==> src/rtl/gf2m_trinomial_reducer.sv <==
// Sequential GF(2^M) reducer: folds a (2M-1)-bit carry-less product modulo x^M + x^K + 1,
// S bits per clock from the top down, with valid/ready on both sides.
module gf2m_trinomial_reducer #(
    parameter int M = 409,
    parameter int K = 87,
    parameter int S = 64
) (
    input  logic           clk,
    input  logic           rst,
    input  logic           in_valid,
    output logic           in_ready,
    input  logic [2*M-2:0] in_poly,
    output logic           out_valid,
    input  logic           out_ready,
    output logic [M-1:0]   out_poly,
    output logic           busy
);

    localparam int W  = 2 * M - 1;
    localparam int TW = $clog2(2 * M) + 1;

    generate
        if (K <= 0 || K >= M || S < 1 || S > M - K) begin : g_param_check
            $error("gf2m_trinomial_reducer: need 0 < K < M and 1 <= S <= M-K");
        end
    endgenerate

    typedef enum logic [1:0] {
        IDLE,
        FOLD,
        DONE
    } state_t;

    state_t          state;
    logic [W-1:0]    r;
    logic [TW-1:0]   t;
    logic [TW-1:0]   lo;
    logic            last_chunk;
    logic [W-1:0]    r_next;

    // Every fold target lies below the chunk's lower bound, so reading the
    // unmodified r for chunk bits is exact and targets simply accumulate by XOR.
    always_comb begin
        if (t >= TW'(M + S - 1)) begin
            lo = t - TW'(S - 1);
        end else begin
            lo = TW'(M);
        end
        last_chunk = (lo == TW'(M));
        r_next = r;
        for (int j = M; j < W; j++) begin
            if (j >= int'(lo) && j <= int'(t) && r[j]) begin
                r_next[j]         = 1'b0;
                r_next[j - M]     = r_next[j - M] ^ 1'b1;
                r_next[j - M + K] = r_next[j - M + K] ^ 1'b1;
            end
        end
    end

    always_ff @(posedge clk) begin
        if (rst) begin
            state     <= IDLE;
            in_ready  <= 1'b1;
            out_valid <= 1'b0;
            busy      <= 1'b0;
            out_poly  <= '0;
            r         <= '0;
            t         <= TW'(2 * M - 2);
        end else begin
            case (state)
                IDLE: begin
                    if (in_valid && in_ready) begin
                        r        <= in_poly;
                        t        <= TW'(2 * M - 2);
                        in_ready <= 1'b0;
                        busy     <= 1'b1;
                        state    <= FOLD;
                    end
                end
                FOLD: begin
                    r <= r_next;
                    t <= t - TW'(S);
                    if (last_chunk) begin
                        out_poly <= r_next[M-1:0];
                        state    <= DONE;
                    end
                end
                DONE: begin
                    // out_valid rises one cycle after entering DONE, then waits for the sink.
                    if (!out_valid) begin
                        out_valid <= 1'b1;
                    end else if (out_ready) begin
                        out_valid <= 1'b0;
                        in_ready  <= 1'b1;
                        busy      <= 1'b0;
                        state     <= IDLE;
                    end
                end
                default: begin
                    state <= IDLE;
                end
            endcase
        end
    end

endmodule

==> config.mk <==
export PLATFORM = sky130hd
export DESIGN_NAME = gf2m_trinomial_reducer
export DESIGN_NICKNAME = d
export VERILOG_FILES = /design/src/rtl/gf2m_trinomial_reducer.sv
export SDC_FILE = /design/constraint.sdc
export NUM_CORES = 2
export LEC_CHECK = 0
export CAP_MARGIN = 20
export CORE_AREA = 2 2 475 477
export CTS_CLUSTER_SIZE = 8
export DETAILED_ROUTE_END_ITERATION = 8
export DIE_AREA = 0 0 477 479
export MAX_ROUTING_LAYER = met4
export PLACE_DENSITY = 0.49
export SETUP_SLACK_MARGIN = 0.1
export SLEW_MARGIN = 20
export SYNTH_ARGS = -nofsm -noshare
export SYNTH_HDL_FRONTEND = slang
export SYNTH_SLANG_ARGS = --single-unit
export TNS_END_PERCENT = 50
==> constraint.sdc <==
create_clock -name clk -period 6.4 [get_ports clk]
set_clock_uncertainty 0.15 [all_clocks]
set_input_delay 0.64 -clock clk [delete_from_list [all_inputs] [get_ports clk]]
set_output_delay 0.64 -clock clk [all_outputs]
set_load 0.02 [all_outputs]
==> impl_metrics.py <==
metrics = {
    "drt": {
        "ant_nets": 0,
        "drcViolationCount": 0,
        "firstDrtPassIters": 6,
        "drt_wl_total_um": 411000,
        "drt_iter0_drc": 6961,
        "wl_per_cell_um": 37.6,
        "vias": 60100,
        "drt-vias-per-instance": 5.49,
    },
    "setup_path": {
        "r2r_start": "t[6]",
        "worstPathRequired_ns": 6.97,
        "critPathArrivalTime_ns": 5.60,
        "startpoint": "t[6]",
        "crit_fanout": 28,
        "rrSetupSlack_ns": 1.37,
        "start_kind": "flop",
        "critPathKind": "reg -> reg",
        "endpoint_kind": "flop",
    },
    "placement": {
        "place_ws_ns": 1.51,
        "dp.cells": 10600,
        "gp_congestion": 0.942,
        "portBuffers": 1232,
        "dp_hpwl_um": 313000,
    },
    "global_route": {
        "grt-ovfl-total": 0,
        "first_global_vias": 55800,
        "grt_pass1_wl_um": 534000,
        "gr-usage-all-layers": 0.354,
        "grt_max_degree": 167,
        "antenna_found_initial": 169,
    },
    "sta": {
        "period_minus_slack_ns": 5.03,
        "tightest_slew_ns": 1.21,
        "min_period_over_period": 0.785,
        "finalSetupViolations": 0,
        "worst_slack_ns": 1.37,
        "tns_ns": 0,
        "timing.slew.headroom": 0.188,
        "slew_violations": 0,
        "fmax_ghz": 0.199,
        "hold_viol": 0,
        "rsz0062_at_grt": "false",
    },
    "yosys": {
        "synth_enable_flop_cells": 0,
        "synth.most_common_cell": "nand2_1",
        "ys_async_sr_fraction": 0,
        "synth_top_flop_cell": "dfxtp_1",
        "yosys-top-cells-count": "nand2_1 (1,398), dfxtp_1 (1,237), a21oi_1 (545)",
        "ys_seq_elements": 1237,
        "syn_area_per_cell_um2": 8.31,
        "ys_top_cells_by_area": "dfxtp_1 (44%), nand2_1 (9.3%), xnor2_1 (6.5%)",
        "syn-num-nets": 7640,
        "yosysTopAreaCell": "dfxtp_1",
        "synthDominantCellAreaShare": 0.437,
        "ys_warn_count": 0,
        "synthDistinctLibCells": 88,
        "ys_seq_area_frac": 0.437,
        "synthCells": 6814,
        "syn_area_um2": 56600,
    },
    "cts": {
        "clockRootBuffer": "clkbuf_16",
        "clock_path_buffers": 3,
        "cts_buffers": 176,
        "cts_resized": 0,
        "cts_num_sinks": 1237,
        "cts_tree": "yes",
        "clk_pin_slew_ns": 0.06,
        "clk-insertion-delay-late_ns": 0.85,
        "h-tree-depth": 4,
    },
    "floorplan": {
        "dieArea_um2": 228000,
        "dieHeight_um": 479,
        "die_w_um": 477,
        "core-area_um2": 224000,
        "pin_count": 1233,
        "num_rows": 174,
        "initial_core_util": 0.253,
    },
    "layout": {
        "multi_input_area_um2": 29700,
        "seq_area_um2": 24800,
        "fin_nets": 8618,
        "layout-drive-gt1-share": 0.0593,
        "final_core_util": 0.346,
        "syn_to_final_growth_pct": 36.6,
        "stdcell_count": 10900,
        "fillers": 23100,
    },
    "outcome": {
        "status": "complete, no violations",
    },
    "power_and_ir_drop": {
        "intPower_uw": 15000,
        "p_per_area_nw_per_um2": 289,
        "switching_share": 0.330,
        "seqPwrFrac": 0.395,
        "p_leak_uw": 0.0271,
        "power_uw": 22400,
        "power_switching_uw": 7390,
        "p_comb_frac": 0.208,
        "clkPwrFrac": 0.397,
        "vdd_drop_max_mv": 0.232,
    },
    "job": {
        "cap_violations": 0,
    },
    "min_path": {
        "holdCritStartpoint": "in_poly[118]",
        "hp-class": "in -> reg",
    },
}
## registers in the layout (all words and copies together) (netlist names)
name / count
t: 6
in_ready: 1
r: 817
out_valid: 1
state: 2
out_poly: 409
busy: 1
## per-layer routing
metal / vias to the layer above / GRT usage / part of all wire
li1: 26100 / - / -
met1: 30100 / 0.458 / 0.43
met2: 3368 / 0.508 / 0.42
met3: 598 / 0.0986 / 0.093
met4: 0 / 0.164 / 0.049
met5: - / - / 0
## worst max-delay path: stages, from the launching register on
cell and delay, ns:
dfxtp_1 0.31, inv_2 0.23, ha_1 0.74, xor2_2 0.39, a2111oi_4 0.31, buf_4 0.45, o31a_2 0.92, nand2_1 0.59
xnor2_1 0.39, nor2_1 0.06, a311oi_1 0.29
## layout by cell type (no fill, tap or decap), types with 113 or more instances in the layout
| cell | n |
|---|---|
| nand2_1 | 1394 |
| dfxtp_1 | 1235 |
| clkdlybuf4s50_1 | 1231 |
| a21oi_1 | 537 |
| xnor2_1 | 422 |
| o21ai_0 | 414 |
| nand3_1 | 367 |
| a22o_1 | 324 |
| nor2_1 | 262 |
| xor2_1 | 225 |
| clkbuf_16 | 180 |
| buf_4 | 135 |
| diode_2 | 123 |
| a211oi_1 | 113 |
## final cells by class
class / instances / share of cell area
Inverter: 58 / 0.00291
Clock buffer: 202 / 0.0602
Timing Repair Buffer: 1390 / 0.178
Sequential cell: 1237 / 0.320
Antenna cell: 123 / 0.00398
Multi-Input combinational cell: 4929 / 0.384
Tap cell: 2992 / 0.0484
Clock inverter: 11 / 0.00205
## cells by family after synthesis
| group | after synthesis | share of synthesized area |
|---|---|---|
| buf+inv | 648 | 0.0453 |
| xor+xnor | 666 | 0.108 |
| simple gates | 2263 | 0.169 |
| compound gates | 1970 | 0.235 |
| mux | 25 | 0.00442 |
| fa+ha+maj | 5 | 0.00111 |
| flops | 1237 | 0.437 |
## power by group through the flow
stage / clock, µW / sequential (µW) / combinational, µW
floorplan: 0 / 8720 / 2490
global placement: 0 / 8970 / 4570
detailed placement: 0 / 8980 / 4590
CTS: 9010 / 8820 / 4610
global route: 9260 / 8880 / 4900
finish: 8880 / 8850 / 4660
## per-stage QoR
stage | cell area (µm²) | hold WS, ns
floorplan | 56600 | 0.267
global placement | 72100 | 0.277
detailed placement | 72200 | 0.283
CTS | 77000 | 0.157
global route | 77300 | 0.219
finish | 77300 | 0.214
## path summary, 6_finish.rpt
| check | cells after the start | to |
|---|---|---|
| setup / recovery | 10 | r[176] |
| hold / removal | 3 | r[118] |
| setup reg to reg | 10 | r[176] |
| hold reg to reg | 2 | r[399] |
## repair_timing
item,in CTS,in global routing
hold buffers,1,0
hold endpoints to repair,1,0
setup buffers,0,0
Power figures use the tool's default switching activity.
